===== config.mk =====
export PLATFORM = sky130hd
export DESIGN_NAME = truth_table_sequencer
export DESIGN_NICKNAME = d
export VERILOG_FILES = /design/src/rtl/truth_table_sequencer.sv
export SDC_FILE = /design/constraint.sdc
export NUM_CORES = 1
export LEC_CHECK = 0
export CAP_MARGIN = 40
export CORE_UTILIZATION = 42
export DETAILED_ROUTE_END_ITERATION = 6
export GPL_TIMING_DRIVEN = 1
export PLACE_DENSITY = 0.65
export SETUP_SLACK_MARGIN = 0.3
export SLEW_MARGIN = 20
export SYNTH_ARGS = -nofsm -noshare
export SYNTH_HDL_FRONTEND = slang
export SYNTH_SLANG_ARGS = --single-unit

===== constraint.sdc =====
create_clock -name clk -period 2.2 [get_ports clk]
set_input_delay 0.22 -clock clk [delete_from_list [all_inputs] [get_ports clk]]
set_output_delay 0.22 -clock clk [all_outputs]
set_load 0.01 [all_outputs]

===== src/rtl/truth_table_sequencer.sv =====
// rtl/truth_table_sequencer.sv - exhaustive truth-table test sequencer for small combinational blocks
//
// Walks every input combination 0 .. 2^N_IN-1 onto a combinational DUT. Each
// vector is held for SETTLE cycles, then sampled once, and the sampled response
// is compared against the matching slice of the EXPECT table.
//
// Ports:
//   clk         system clock, rising edge
//   reset       asynchronous active-high reset
//   start       begin a run (sampled only in IDLE)
//   abort       cancel a run in progress (SETTLE or CAPTURE)
//   stim        registered stimulus to the DUT inputs, MSB = first DUT input
//   resp        DUT outputs
//   busy        high while a run is in progress
//   done        one-cycle pulse when a run completes normally
//   pass        last completed run had zero mismatches; held until next start
//   err_count   mismatching vectors in the current/last run
//   fail_valid  at least one mismatch in this run
//   fail_idx    stimulus value of the first mismatch
module truth_table_sequencer #(
  parameter int N_IN   = 3,
  parameter int N_OUT  = 2,
  parameter int SETTLE = 2,
  parameter logic [(2**N_IN)*N_OUT-1:0] EXPECT = '0
) (
  input  logic             clk,
  input  logic             reset,
  input  logic             start,
  input  logic             abort,
  output logic [N_IN-1:0]  stim,
  input  logic [N_OUT-1:0] resp,
  output logic             busy,
  output logic             done,
  output logic             pass,
  output logic [N_IN:0]    err_count,
  output logic             fail_valid,
  output logic [N_IN-1:0]  fail_idx
);

  localparam int CNT_W = 4;
  localparam logic [CNT_W-1:0] CNT_RELOAD = CNT_W'(SETTLE - 1);
  localparam logic [N_IN-1:0]  LAST_VEC   = {N_IN{1'b1}};

  typedef enum logic [1:0] {
    S_IDLE,
    S_SETTLE,
    S_CAPTURE,
    S_DONE
  } state_t;

  state_t           state;
  logic [CNT_W-1:0] cnt;
  logic [N_OUT-1:0] expect_slice;
  logic             mismatch;

  always_comb begin
    expect_slice = EXPECT[int'(stim) * N_OUT +: N_OUT];
  end

  // Case inequality so that an undriven or X response is reported as a
  // mismatch rather than silently treated as a match.
  assign mismatch = (resp !== expect_slice);

  always_ff @(posedge clk or posedge reset) begin
    if (reset) begin
      state      <= S_IDLE;
      cnt        <= '0;
      stim       <= '0;
      busy       <= 1'b0;
      done       <= 1'b0;
      pass       <= 1'b0;
      err_count  <= '0;
      fail_valid <= 1'b0;
      fail_idx   <= '0;
    end else begin
      case (state)
        S_IDLE: begin
          // abort is deliberately not looked at here: start wins
          if (start) begin
            state      <= S_SETTLE;
            stim       <= '0;
            cnt        <= CNT_RELOAD;
            busy       <= 1'b1;
            pass       <= 1'b0;
            err_count  <= '0;
            fail_valid <= 1'b0;
            fail_idx   <= '0;
          end
        end

        S_SETTLE: begin
          if (abort) begin
            state <= S_IDLE;
            busy  <= 1'b0;
          end else if (cnt == '0) begin
            state <= S_CAPTURE;
          end else begin
            cnt <= cnt - 1'b1;
          end
        end

        S_CAPTURE: begin
          // an abort in the capture cycle drops this vector uncompared
          if (abort) begin
            state <= S_IDLE;
            busy  <= 1'b0;
          end else begin
            if (mismatch) begin
              err_count <= err_count + 1'b1;
              if (!fail_valid) begin
                fail_valid <= 1'b1;
                fail_idx   <= stim;
              end
            end
            if (stim == LAST_VEC) begin
              // pass must include the final vector's own comparison
              state <= S_DONE;
              busy  <= 1'b0;
              done  <= 1'b1;
              pass  <= (err_count == '0) && !mismatch;
            end else begin
              stim  <= stim + 1'b1;
              cnt   <= CNT_RELOAD;
              state <= S_SETTLE;
            end
          end
        end

        S_DONE: begin
          done  <= 1'b0;
          state <= S_IDLE;
        end

        default: begin
          state <= S_IDLE;
        end
      endcase
    end
  end

endmodule


# --- Word level (Yosys, flattened, before mapping) ---
# Cells that the tools add are included.
op_classes:
  addsub: 3
  bitwise_logic: 0
  mux: 39
  n_lt_le_gt_ge: 0
  n_mul: 0
  reduce_logical: 16
  eq_ne: 16
  shift: 1
  n_div: 0
op_table:
  columns: ["operator", "count"]
  rows:
  - ["2-to-1 mux 4 bit", 8]
  - ["2-to-1 mux 3 bit", 6]
  - ["!= test 2 bit, second input constant", 9]
  - ["AND reduction 4 bit", 4]
  - ["indexed part select 16 x 5 -> 2 bit, first input constant", 1]
  - ["one-hot mux 3 bit (2 select lines)", 2]
  - ["one-hot mux 4 bit (3 select lines)", 1]
  - ["2-to-1 mux 1 bit", 11]
  - ["2-to-1 mux 2 bit", 5]
  - ["zero test 4 bit", 2]
  - ["one-hot mux 2 bit (4 select lines)", 1]
  - ["one-hot mux 4 bit (2 select lines)", 1]
  - ["!= test 3 bit, second input constant", 2]
  - ["one-hot mux 1 bit (2 select lines)", 3]
  - ["AND reduction 6 bit", 1]
  - ["AND reduction 5 bit", 1]
  - ["adder 4 x 1 -> 4 bit, second input constant", 1]
  - ["== test 2 bit, second input constant", 2]
  - ["nonzero test 2 bit", 2]
  - ["subtractor 4 x 1 -> 4 bit, second input constant", 1]
  - ["adder 3 x 1 -> 3 bit, second input constant", 1]
  - ["== test 3 bit, second input constant", 1]
  - ["one-hot mux 1 bit (3 select lines)", 1]
  - ["AND reduction 3 bit", 1]
  - ["other kinds (7)", 7]
word_totals:
  rom_bits: 0
  n_memories: 0
  ff_bits: 20
  mem_bits_rw: 0
  latchBits: 0
  output_inout_bits: 14
  input_bits: 6
  wordCells: 84

# --- Logic depth before layout (Yosys ltp) ---
# Gate-level depths: netlist of run 1.
logic_depth:
  ltp_word: 7
  mapped_depth: 7
  mapped_depth_nobuf: 6

# --- Least setup slack after synthesis of run 1 ---
# OpenSTA, ideal clock, no wires.
synth_path:
  path_type: "register -> register"
  start: "register state[0]"
  end: "register cnt[0]"
  path_slack_ns: 0.337
  path_stages_with_launch: 7
  required_ns: 2.075
  t_arrival_ns: 1.738
  cell_sequence: "dfrtp_1 > inv_1 > ha_1 > and2b_2 > nor2_1 > and3_1 > mux2_2"
synth_between:
  elab_chain_len: 3
  word_cells_on_any_way: 11
  classes_between: "7 x eq/ne; 1 x mux; 3 x reduce/logical"
synth_lines:
  columns: ["element", "line", "text"]
  rows:
  - ["from (decl)", "51", "state_t state;"]
  - ["from (signal assigned)", "66", "state <= S_IDLE;"]
  - ["from (signal assigned)", "80", "state <= S_SETTLE;"]
  - ["from (signal assigned)", "93", "state <= S_IDLE;"]
  - ["== test 2 bit (tied with other cells)", "76", "case (state)"]
  - ["!= test 2 bit (no source line) / nonzero test 3 bit (equally long branches)", null, null]
  - ["AND reduction 6 bit (no source line)", null, null]
  - ["to (signal assigned)", "98", "cnt <= cnt - 1'b1;"]
  - ["to (decl)", "52", "logic [CNT_W-1:0] cnt;"]
# Parallel ways exist; a longest one is shown, timed or not.
# A chain may end at the register's enable or synchronous reset.

# --- Worst setup path after layout of run 1 ---
layout_path:
  start: "register stim[0]"
  end: "register cnt[0]"
layout_between:
  elab_chain_len: 3
layout_lines:
  columns: ["element", "line", "text"]
  rows:
  - ["from (decl)", "30", "output logic [N_IN-1:0] stim,"]
  - ["from (signal assigned)", "122", "stim <= stim + 1'b1;"]
  - ["== test 3 bit", "115", "if (stim == LAST_VEC) begin"]
  - ["!= test 2 bit (no source line)", null, null]
  - ["AND reduction 6 bit (no source line)", null, null]
# Every way passes these cells.

==> results.json, run 1 <==
{
  "status": "finished clean",
  "hpwl_microns": 1890,
  "slew_violations": 0,
  "grt_pass1_wl_microns": 4190,
  "cts_root_buf": "clkbuf_4",
  "ir_drop_uv": 741,
  "insertion_delay_ps": 300,
  "fill_cells": 250,
  "dp.cells": 174,
  "routabilityCongestion": 0.830,
  "dr.first_iter.drc_count": 19,
  "synthTopCellsByArea": "dfrtp_1, ha_1, o21ai_0",
  "tritoncts": "built",
  "wl_met3_microns": 63,
  "finalCritPeriodShare": 0.837,
  "critical_path_class": "reg2reg",
  "critPathRequiredTime_ps": 2390,
  "pwr_density_cell_nw_per_um2": 1070,
  "antenna_found_initial": 0,
  "highest_layer": "met4",
  "yosysSeqAreaShare": 0.411,
  "grt_max_degree": 21,
  "yosysWarnings": 0,
  "fmax_mhz": 543,
  "synth.cell_area_sq_um": 1220,
  "num_rows": 19,
  "worst_pin_slew_ps": 470,
  "grt_usage": 0.171,
  "drc": 0,
  "antenna_left": 0,
  "end_kind": "flip-flop",
  "finalHoldViolations": 0,
  "dieArea_sq_um": 3120,
  "syn-num-nets": 140,
  "setup_tns_ps": 0,
  "clk_path_buf_depth": 2,
  "critical_path.max_fanout": 5,
  "fin_hold_ws_ps": 187,
  "synth_cells": 121,
  "maxCapViolCount": 0,
  "synth.top_cell.area_share": 0.411,
  "setup_viol": 0,
  "initial_utilization": 0.442,
  "io_buffers": 19,
  "grt_pass1_vias": 943,
  "placeableCoreArea_sq_um": 2760,
  "wl_met2_microns": 1170,
  "ys_ff_latch": 20,
  "via_count": 994,
  "p_leak_nw": 0.695,
  "skew_ps": 7.98,
  "cts_hold_buf": 0,
  "cp.arrival_ps": 2030,
  "min_period_ps": 1840,
  "cts_buffers": 3,
  "synth_top_area_cell": "dfrtp_1",
  "nNetsFinal": 170,
  "grt_overflow": 0,
  "hp-class": "in2async",
  "rsz0062_at_grt": "yes",
  "final_cell_count_no_fill": 180,
  "critPathLaunchType": "flip-flop",
  "maxSlewHeadroom": 0.686,
  "routed_wl_microns": 2520,
  "pin_count": 20,
  "clock-sinks": 20,
  "postSynthAreaPerCell_sq_um": 10.1,
  "drt-met1-wl_microns": 1240,
  "drive_above_1_share": 0.181,
  "htreeDepth": 1,
  "wl_per_cell_microns": 14.0,
  "via_per_inst": 5.52,
  "die_y_microns": 55.9,
  "ys_types": 37,
  "antennaDiodeCount": 0,
  "die_w_microns": 55.9,
  "syn_to_final_growth_pct": 25.7,
  "cts.clk_slew.worst_paths_ps": 110,
  "dr.pass1.iters": 4
}
final timing paths:
path | slack (ps) | startpoint | cells past startpoint | endpoint
worst max-delay path | 360 | stim[0]$_DFFE_PP0P_ | 6 | cnt[0]$_DFFE_PP0P_
max in group asynchronous | 1580 | reset | 3 | stim[2]$_DFFE_PP0P_
worst min-delay path | 190 | reset | 2 | err_count[1]$_DFFE_PP0P_
worst max register to register | 360 | stim[0]$_DFFE_PP0P_ | 6 | cnt[0]$_DFFE_PP0P_
worst min register to register | 530 | pass$_DFFE_PP0P_ | 2 | pass$_DFFE_PP0P_
min in group clk | 530 | pass$_DFFE_PP0P_ | 2 | pass$_DFFE_PP0P_
cell families after synthesis:
kind of cell / Yosys count / share of synthesized area
AO/OA/AOI/OAI: 34 / 0.190
multiplexers: 7 / 0.0688
AND/OR/NAND/NOR: 32 / 0.145
buffers and inverters: 15 / 0.0524
flip-flops: 20 / 0.411
adder cells (fa/ha/maj): 13 / 0.133
power by group:
part	switching, mW	internal [mW]	leakage, nW
sequential	0.0839	0.453	0.267
combinational	0.473	0.455	0.414
clock	0.109	0.0638	0.0138
total	0.666	0.971	0.695
critical path: stages, from the launching register on:
cell	delay, ps
dfrtp_1	430
ha_1	210
ha_1	250
nand2_1	110
and2_1	160
and3_2	240
mux2_2	340
cell usage in the layout, fill, tap and decap left out, drive strengths merged:
cell            n
mux2            5
ha             13
nand2          10
inv            13
o311a           1
o21bai          1
a211o           1
clkdlybuf4s50  19
mux2i           2
and2b           1
clkbuf          3
nor3b           2
nor4            2
and3            1
a32o            1
a22o            4
nand3b          2
o21ai          12
o32ai           1
and2            1
o41ai           1
o31ai           2
a31oi           1
o211ai          2
a21oi           4
a21boi          1
nor2b           2
dfrtp          20
a221oi          1
nand2b          3
nand3           5
or2             2
buf             8
a21o            1
nor2            1
sequential cells by signal, summed over array words and instances (netlist names):
name	flops
cnt	4
busy	1
fail_idx	3
done	1
stim	3
fail_valid	1
state	2
err_count	4
pass	1
stage by stage:
step | area, sq um | setup WS (ps) | total power, mW | util
global route | 1530 | 283 | 1.76 | 0.555
detailed placement | 1470 | 229 | 1.41 | 0.533
CTS | 1510 | 323 | 1.62 | 0.548
global placement | 1470 | 275 | 1.38 | 0.533
finish | 1530 | 359 | 1.64 | 0.555
floorplan | 1220 | 337 | 1.13 | -
per-layer routing:
metal / GRT usage / vias to the layer above
met2: 0.277 / 17
met4: 0.0732 / 0
met1: 0.231 / 482
met3: 0.0233 / 4
met5: 0 / -
li1: - / 491
area by class of cell:
class	instances	area, sq um	share of cell area
multi-input cells	86	666	0.435
well taps	31	38.8	0.0253
inverters	13	48.8	0.0319
clock buffers	3	22.5	0.0147
repair buffers	27	254	0.166
flip-flops and latches	20	502	0.328
timing repair:
action / CTS / global route
setup endpoints to repair: 6 / 7
buffers inserted: 2 / 0
gates resized for setup: 2 / 4
Yosys cell counts, drive strengths merged:
master,count
o32ai,1
a31oi,1
nand3,5
a21o,1
nor2b,2
and3,1
o311a,1
a211o,1
dfrtp,20
inv,13
nor3b,2
a32o,1
nor4,2
mux2,5
a221oi,1
mux2i,2
or2,2
and2,1
buf,1
o31ai,2
o41ai,1
clkbuf,1
nand3b,2
and2b,1
nor2,1
nand2,10
o211ai,2
a22o,4
a21oi,4
nand2b,3
a21boi,1
o21bai,1
o21ai,12
ha,13
Power figures use the tool's default switching activity.
==> run 2, diff against run 1 <==
PLACE_DENSITY = 0.68   (was 0.65)
clock period = 1.65 ns   (was 2.2 ns; I/O delays follow)
==> results.json, run 2 (synthesis gave the netlist of run 1 again) <==
{
  "dieArea_sq_um": 3120,
  "tritoncts": "built",
  "antenna_found_initial": 0,
  "hp-class": "in2async",
  "post-place-ws_ps": -124,
  "num_rows": 19,
  "fin_hold_ws_ps": 98.0,
  "grt_overflow": 0,
  "finalCritPeriodShare": 1.04,
  "wl_per_cell_microns": 18.0,
  "maxSlewHeadroom": 0.784,
  "critical_path_class": "reg2reg",
  "grt_pass1_vias": 1240,
  "min_period_ps": 1720,
  "cts.clk_slew.worst_paths_ps": 120,
  "finish.utilization": 0.741,
  "final_common_cell": "buf_4",
  "insertion_delay_ps": 310,
  "dr.first_iter.drc_count": 61,
  "crit_path_max_incr_delay_ps": 460,
  "p_sw_frac": 0.402,
  "worst_pin_slew_ps": 315,
  "critPathRequiredTime_ps": 1860,
  "p_clk_frac": 0.090,
  "antennaDiodeCount": 0,
  "setup_viol": 7,
  "cpMaxStageDelayCell": "dfrtp_2",
  "cpMostUsedCell": "mux2_4",
  "htreeDepth": 1,
  "r2r_cells": 5,
  "die_y_microns": 55.9,
  "reg_top3": "cnt: 4 flops, err_count: 4 flops",
  "hpwl_microns": 2270,
  "crit_chain": "inv_4, ha_4, mux2_4, or2_4, mux2_4",
  "p_leak_nw": 1.01,
  "slew_violations": 0,
  "power.switching_mw": 1.35,
  "critical_path.max_fanout": 4,
  "maxCapViolCount": 0,
  "cts_buffers": 3,
  "most-common-layout-cells": "buf_4, dfrtp_1, dlygate4sd2_1",
  "end_kind": "flip-flop",
  "grt_max_degree": 13,
  "critPathLaunchType": "flip-flop",
  "internal-power_mw": 2.01,
  "skew_ps": 4.75,
  "via_count": 1258,
  "total_power_mw": 3.36,
  "failed_checks": "setup timing",
  "fin_ws_ps": -65.8,
  "routed_wl_microns": 3940,
  "status": "finished with violations",
  "dr.pass1.iters": 5,
  "die_w_microns": 55.9,
  "initial_utilization": 0.442,
  "io_buffers": 19,
  "routabilityCongestion": 0.880,
  "grt_pass1_wl_microns": 5710,
  "ir_drop_uv": 1270,
  "antenna_left": 0,
  "cp.arrival_ps": 1930,
  "drc": 0,
  "drive_above_1_share": 0.489,
  "grt_usage": 0.236,
  "finalHoldViolations": 0,
  "cts_root_buf": "clkbuf_4",
  "rsz0062_at_grt": "yes",
  "syn_to_final_growth_pct": 67.8,
  "clk_path_buf_depth": 2,
  "placeableCoreArea_sq_um": 2760,
  "comb_power_share": 0.696,
  "fmax_mhz": 583,
  "pin_count": 20,
  "clock-sinks": 20,
  "r2r_slack_ps": -70,
  "nNetsFinal": 208,
  "via_per_inst": 5.74,
  "p_seq_frac": 0.215,
  "pwr_density_cell_nw_per_um2": 1640
}
run 2: worst max-delay path, delay by kind of cell, from the launching register on:
kind	cells	cell delay, ps
buffers and inverters	1	120
muxes	2	610
adders and majority gates	1	180
and+or+nand+nor	1	250
DFF	1	460
run 2: worst paths after layout:
| path | end | startpoint |
|---|---|---|
| worst min-delay path | cnt[0]$_DFFE_PP0P_ | reset |
| worst min register to register | pass$_DFFE_PP0P_ | pass$_DFFE_PP0P_ |
| max in group asynchronous | stim[0]$_DFFE_PP0P_ | reset |
| min in group clk | pass$_DFFE_PP0P_ | pass$_DFFE_PP0P_ |
| worst max-delay path | fail_valid$_DFFE_PP0P_ | state[0]$_DFFE_PP0P_ |
| worst max register to register | fail_valid$_DFFE_PP0P_ | state[0]$_DFFE_PP0P_ |
run 2: cell type report:
class | instances | area [sq um]
clock buffers | 4 | 36.3
flip-flops and latches | 20 | 503
fillers | 192 | 713
inverters | 13 | 56.3
well taps | 31 | 38.8
repair buffers | 65 | 546
multi-input cells | 86 | 865
run 2: power groups by stage:
stage | clock [mW] | sequential, mW | combinational (mW)
after detailed placement | 0 | 0.722 | 1.54
final | 0.301 | 0.722 | 2.34
after global placement | 0 | 0.712 | 1.48
after floorplan | 0 | 0.747 | 0.845
after CTS | 0.301 | 0.697 | 1.99
after global routing | 0.331 | 0.736 | 2.49
run 2: what timing repair did:
action / CTS / global route
pin swaps: 14 / 6
gates cloned: 0 / 0
setup buffers: 18 / 5
hold buffers: 0 / 0
resized for setup: 48 / 17
endpoints found under the setup margin: 34 / 22
endpoints found under the hold margin: 0 / 0
run 2: metal layers:
layer,vias to the layer above,share of wire,global-route usage
li1,567,-,-
met1,619,0.40,0.306
met2,57,0.51,0.389
met3,15,0.063,0.0605
met4,0,0.023,0.0732
met5,-,0,0
run 2: stage by stage:
step           cell area (sq um)  setup TNS, ps  std cells
6_report                    2040           -204        219
3_5_place_dp                1670           -484        192
4_1_cts                     1950          -36.6        214
2_1_floorplan               1280           -255        121
5_1_grt                     2040           -779        219
3_3_place_gp                1670           -249        192
==> run 3, diff against run 2 <==
CORE_MARGIN = 8   (was default)
==> results.json, run 3 (synthesis gave the netlist of run 1 again) <==
{
  "status": "finished with violations",
  "failed_checks": "setup timing",
  "routed_wl_microns": 3640,
  "fill_cells": 187,
  "crit_path_max_incr_delay_ps": 510,
  "hpwl_microns": 2360,
  "cpMaxStageDelayCell": "dfrtp_2",
  "critPathLaunchType": "flip-flop",
  "fmax_mhz": 585,
  "min_period_ps": 1710,
  "cts_buffers": 3,
  "grt_overflow": 0,
  "hp-class": "in2async",
  "dr.pass1.iters": 4,
  "cts.clk_slew.worst_paths_ps": 120,
  "die_w_microns": 69.9,
  "insertion_delay_ps": 310,
  "fin_ws_ps": -60.0,
  "placeableCoreArea_sq_um": 2760,
  "slew_violations": 0,
  "critical_path_class": "reg2reg",
  "initial_utilization": 0.442,
  "worst_pin_slew_ps": 345,
  "via_count": 1196,
  "syn_to_final_growth_pct": 63.1,
  "cts_hold_buf": 0,
  "htreeDepth": 1,
  "dr.first_iter.drc_count": 79,
  "critical_path.max_fanout": 5,
  "reg2reg_from": "state[1]$_DFFE_PP0P_",
  "p_leak_nw": 0.970,
  "critPathRequiredTime_ps": 1860,
  "most-common-layout-cells": "buf_4, dfrtp_1, dlygate4sd2_1",
  "end_kind": "flip-flop",
  "ir_drop_uv": 1100,
  "pin_count": 20,
  "antenna_left": 0,
  "pwr_density_cell_nw_per_um2": 1600,
  "r2r_slack_ps": -60,
  "die_y_microns": 69.9,
  "nNetsFinal": 203,
  "final_common_cell": "buf_4",
  "antennaDiodeCount": 0,
  "grt_max_degree": 13,
  "grt_pass1_wl_microns": 5650,
  "tritoncts": "built",
  "finalHoldViolations": 0,
  "reg_top3": "cnt: 4 flops, err_count: 4 flops",
  "dieArea_sq_um": 4880,
  "r2r_cells": 6,
  "r2r_end": "fail_valid$_DFFE_PP0P_",
  "crit_chain": "inv_4, ha_4, inv_2, mux2_4, or2_4, mux2_4",
  "drive_above_1_share": 0.459,
  "antenna_found_initial": 0,
  "grt_pass1_vias": 1209,
  "startpoint": "state[1]$_DFFE_PP0P_",
  "total_power_mw": 3.18,
  "finalCritPeriodShare": 1.04,
  "finish.utilization": 0.721,
  "skew_ps": 12.9,
  "maxSlewHeadroom": 0.770,
  "rsz0062_at_grt": "yes",
  "setup_tns_ps": -152,
  "setup_viol": 5,
  "io_buffers": 19,
  "cpMostUsedCell": "mux2_4",
  "cp.arrival_ps": 1920,
  "grt_usage": 0.140,
  "clk_path_buf_depth": 2,
  "via_per_inst": 5.59,
  "drc": 0,
  "wl_per_cell_microns": 17.0,
  "clock-sinks": 20,
  "fin_hold_ws_ps": 96.9,
  "routabilityCongestion": 0.796,
  "cts_root_buf": "clkbuf_4",
  "num_rows": 19,
  "maxCapViolCount": 0
}
## run 3: routing by layer
metal  vias to the layer above  wire length, microns  track usage
met2                        39                  1830        0.250
met5                         -                     0            0
met1                       594                  1600        0.164
met3                         6                   160       0.0339
li1                        557                     -            -
met4                         0                    55       0.0335
## run 3: critical path, delay by kind of cell (launching register included)
kind,cells,cell delay [ps]
muxes,2,570
DFF,1,510
and+or+nand+nor,1,240
buffers and inverters,2,150
adders and majority gates,1,150
## run 3: report_power, final
group	total (mW)	leakage [nW]	internal (mW)	switching [mW]
registers	0.719	0.266	0.606	0.113
logic	2.06	0.676	1.11	0.944
clock network	0.406	0.0279	0.246	0.160
total	3.18	0.970	1.97	1.22
## run 3: what timing repair did
item                       in CTS  in global routing
cloned                          0                  0
pin swaps                       7                  8
buffers inserted               10                  6
setup endpoints to repair      34                 21
gates resized for setup        33                 24
## run 3: worst max path at each step
stage | cells past startpoint | slack (ps) | endpoint
6_report | 6 | -60 | fail_valid$_DFFE_PP0P_
5_1_grt | 6 | -90 | fail_valid$_DFFE_PP0P_
4_1_cts | 6 | -30 | fail_valid$_DFFE_PP0P_
3_5_place_dp | 5 | -90 | fail_valid$_DFFE_PP0P_
3_3_place_gp | 5 | -70 | fail_valid$_DFFE_PP0P_
2_1_floorplan | 6 | -110 | fail_valid$_DFFE_PP0P_
## run 3: cell type report
class	count	area, sq um	share of cell area
Multi-Input combinational cell	86	847	0.426
Sequential cell	20	503	0.253
Timing Repair Buffer	60	490	0.247
Inverter	13	56.3	0.0283
Tap cell	31	38.8	0.0195
Clock inverter	1	30.0	0.0151
Clock buffer	3	22.5	0.0113
## run 3: per-stage QoR
stage / setup WS, ps / cell area (sq um) / cells
2_1_floorplan: -112 / 1280 / 121
5_1_grt: -92.4 / 1990 / 214
6_report: -60.0 / 1990 / 214
4_1_cts: -28.8 / 1850 / 208
3_3_place_gp: -67.5 / 1690 / 194
3_5_place_dp: -92.9 / 1690 / 194
==> patch 1, RTL diff (settings of run 3) <==
Change the parameter `N_IN` from 3 to 4.
--- a/src/rtl/truth_table_sequencer.sv
+++ b/src/rtl/truth_table_sequencer.sv
@@ -19,5 +19,5 @@
 //   fail_idx    stimulus value of the first mismatch
 module truth_table_sequencer #(
-  parameter int N_IN   = 3,
+  parameter int N_IN   = 4,
   parameter int N_OUT  = 2,
   parameter int SETTLE = 2,
Interface: changed (resized err_count, fail_idx and stim); port bits go from 20 to 23. The function was not compared with the original's and may differ.
==> patch 1 against run 3 <==
  * The flow still finishes with violations (negative setup slack)
  * Setup slack got worse by 0.024 ns
  * Total power rose by 0.34%
  * Area after synthesis rose by 23%
  * Wire length rose by 19%
  * Fmax fell by 1.4%
  * Sequential cell count rose by 3
  * Final area rose by 20%
  * Via count rose by 19%
  * Global-route usage rose by 1.6 points
  * Critical path type unchanged
  * Critical endpoint unchanged
==> patch 1: results (changes against run 3) <==
crit-path max FO=10 (+5); final WL=4340 um (+19%); inverters=12 (-1); via count=1418 (+19%); Final setup viols=13 (+8); worst setup margin=-0.0838 ns (-0.0238 ns); Layout non-clock buf frac=27.5% (+2.9 points); total leakage power=0.00115 uW (+19%); worst vdd rail ir drop=1.17 mV (+5.9%); dpl ws=-0.155 ns (-0.0621 ns); crit path DAT=1.96 ns (+0.04 ns); Syn Inst Count=150 (+24%); DRT met1 WL=1920 um (+20%); CP peak stage delay=0.49 ns (-0.02 ns); HPWL after DPL=2850 um (+21%); fraction of area in registers=24.2% (-1.1 points); Yosys cell types=45 (+22%); failing checks=negative setup slack; DP Area=1980 um2 (+17%); status=finished with violations; seq_cells=23 (+15%); M2 GR Usage=27.6% (+2.6 points); largest net degree at the start of global routing=24 (+11); Final Total Pwr=3190 uW (+0.34%); Signal buffers=77 (+28%); hold slack=0.172 ns (+0.0751 ns); DRT iter0 DRCs=89 (+13%); internal power=1910 uW (-2.8%); met2 WL=2210 um (+21%); Total GRT Usage=15.6% (+1.6 points); Seq. pwr=792 uW (+10%); setup TNS=-0.405 ns (-0.253 ns); router iterations before antenna repair=6 (+2); gp weighted congestion=0.870 (+9.3%); # nets final=244 (+20%); met3 WL=168 um (+5.0%); syn nets=168 (+20%); normalized max-slew margin=77.8% (+0.87 points); layout cell share with drive strength beyond 1=47.6% (+1.7 points)
-- patch 1: changes by cell type in the layout (fill, tap and decap cells not counted), moves of 3 or more --
cell,delta
buf_4,+4
o21ai_1,+3
buf_6,+11
nand3_1,+6
dfrtp_1,+4
-- patch 1: tightest hold or removal path, delay by kind of cell --
| family | cells | cell delay [ns] |
|---|---|---|
| buffers and inverters | 3 | 0.73 |
-- patch 1: kinds of logic (layout without fill, tap and decap cells) --
| family | Yosys count | count (layout) | share of synthesized area [%] |
|---|---|---|---|
| adders and majority gates | 12 | 12 | 10.0 |
| AOI/OAI and AO/OA | 41 | 41 | 19.5 |
| muxes | 7 | 7 | 5.77 |
| DFF | 23 | 23 | 38.5 |
| and+or+nand+nor | 49 | 49 | 19.6 |
| buffers and inverters | 18 | 93 | 6.61 |
-- patch 1: repair_timing --
| item | CTS | global route |
|---|---|---|
| gates resized for setup | 68 | 30 |
| pin swaps | 17 | 12 |
| buffers inserted | 13 | 10 |
| endpoints found under the setup margin | 40 | 27 |
==> patch 2, RTL diff (config.mk and constraints of run 3) <==
Made on the original files. Encoding of `state_t`: now one-hot (4 bits for 4 states).
--- a/src/rtl/truth_table_sequencer.sv
+++ b/src/rtl/truth_table_sequencer.sv
@@ -42,9 +42,9 @@
   localparam logic [N_IN-1:0]  LAST_VEC   = {N_IN{1'b1}};
 
-  typedef enum logic [1:0] {
-    S_IDLE,
-    S_SETTLE,
-    S_CAPTURE,
-    S_DONE
+  typedef enum logic [3:0] {
+    S_IDLE    = 4'b0001,
+    S_SETTLE  = 4'b0010,
+    S_CAPTURE = 4'b0100,
+    S_DONE    = 4'b1000
   } state_t;
 
Function: no difference found for any inputs over 10 cycles, from zero or initial values and one cycle with reset high; not proved beyond that.
==> patch 2 against run 3 <==
  * The run still ends with negative setup slack left
  * Core utilization decreased by 4.5 points
  * Wire length decreased by 12%
  * Sequential share of layout area increased by 5.2 points
  * Area after synthesis decreased by 5.2%
  * Sequential cell count increased by 2
  * Hold slack improved by 0.076 ns
  * Critical path type unchanged
  * Setup slack got worse by 0.13 ns
  * Final area decreased by 8.6%
  * Clock skew decreased by 0.0060 ns
  * Largest cell class unchanged
Power is not compared: it rests on default switching activity, and its combinational part moved more than twofold at a synthesized area within 25%.
==> patch 2: results (changes against run 3) <==
status=finished with violations; failing checks=negative setup slack; Reg clk slew, reported paths=0.13 ns; Ys Warns=0 (unchanged); clk root buf=clkbuf_4; I/O Buffers=19 (unchanged); FFs w/ async S/R, synth=100% (unchanged); Yosys cell types=39 (+5.4%); placed insts=173 (-11%); Slowest cell on crit path=or4b_4; clk_skew=0.00691 ns (-0.00597 ns); Total GRT Usage=13.9% (-0.090 points); Compound-Gate Fraction of Synth Area=14.2% (-4.8 points); Clock Tree Buf Depth=2 (unchanged); Reg2Reg Setup Slack=-0.19 ns (-0.13 ns); most frequent cells after synthesis=dfrtp_1 (21), inv_1 (9), nand2_1 (8), nor2_1 (7); largest net degree at the start of global routing=23 (+10); mux contribution to synthesized area=7.26% (+0.38 points); Synth Area in Adders=6.50% (-6.8 points); sw power=580 uW; crit path DAT=2.06 ns (+0.14 ns); vias in the first global route=1068 (-12%); mean area per synthesized cell=10.5 um2 (+4.2%); CP peak stage delay=0.52 ns; CP Launch Type=flop; normalized max-slew margin=78.4% (+1.4 points); Clk Latency, worst-skew pair=0.31 ns (about the same); biggest regs=cnt (4), err_count (4), state (4); worst vdd rail ir drop=0.865 mV; Min-Delay Path Class=in2async; final WL=3220 um (-12%); Clk pwr share=22.8%; CTS Buf Count=3 (unchanged); initial antenna violation count=0 (unchanged); DP Area=1520 um2 (-10%); Seq/Total Area, Yosys=47.8% (+6.7 points); via count=1018 (-15%); crit-path max FO=2 (-3); global-route wire length before repair=4970 um (-12%); total leakage power=0.000869 uW; DRT iter0 DRCs=57 (-28%); crit-path leading delay family=simple AND/OR/NAND/NOR gates; dominant cells by area after synthesis=dfrtp_1 (46%), ha_1 (6.5%), mux2i_1 (4.3%), inv_1 (2.9%), a21oi_1 (2.6%); gp weighted congestion=0.796 (about the same); xor and xnor area share after synthesis=0% (unchanged); syn nets=122 (-13%); drt wl/cell=16.7 um (-1.6%); HPWL after DPL=2030 um (-14%); worst setup margin=-0.192 ns (-0.132 ns); R2R Path End=cnt[1]; # diodes=0 (unchanged); FF-to-FF path depth=5 (-1); Layout fillers=210 (+12%); Critical R2R Launch=state[0]; htree depth=1 (unchanged); router iterations before antenna repair=4 (unchanged); layout cell share with drive strength beyond 1=44.7% (-1.2 points); Final setup viols=16 (+11)
patch 2: cell count changes after synthesis, sizes merged, moves of 3 or more:
cell,change
o21ai,-8
ha,-7
nor2,+7
nor3,+5
inv,-4
nand3,-4
o21a,+4
buf,+3
mux2i,+3
patch 2: stage by stage:
stage               power, uW  TNS (ns)  setup slack [ns]  hold WS, ns
floorplan                 982     -2.44            -0.319        0.153
global placement         1130     -1.26            -0.192        0.482
detailed placement       1140     -1.81            -0.276        0.501
CTS                      1700     -1.40            -0.204        0.176
global route             1920     -2.67            -0.254        0.196
finish                   1840     -1.66            -0.192        0.173
patch 2: per-layer routing:
layer  vias up  share of wire (%)  track usage [%]
met5         -                  0                0
met4         0               0.90             5.37
met3         4                3.6             2.95
met2        18                 55             25.1
met1       510                 41             15.6
li1        486                  -                -
patch 2: cell families after synthesis:
group,after synthesis
AND/OR/NAND/NOR,35
AO/OA/AOI/OAI,24
adder cells (fa/ha/maj),6
buffers and inverters,15
multiplexers,8
flip-flops,22
patch 2: final cells by class:
cell class,instances,area [um2],area share (%)
inverters,9,33.8,1.86
multi-input cells,73,667,36.7
clock buffers,3,22.5,1.24
clock inverters,1,30.0,1.65
well taps,31,38.8,2.13
repair buffers,53,470,25.9
flip-flops and latches,22,554,30.5
patch 2: worst max path at each step:
stage / to / depth (start not counted)
after detailed placement: fail_idx[1] / 4
after global routing: fail_idx[1] / 4
after CTS: fail_idx[1] / 4
after global placement: fail_idx[1] / 4
after floorplan: cnt[1] / 7
final: cnt[1] / 5
patch 2: what timing repair did:
item,in CTS,in global routing
endpoints found under the setup margin,35,23
pin swaps,10,10
endpoints found under the hold margin,0,0
buffers inserted,10,5
resized for setup,38,17
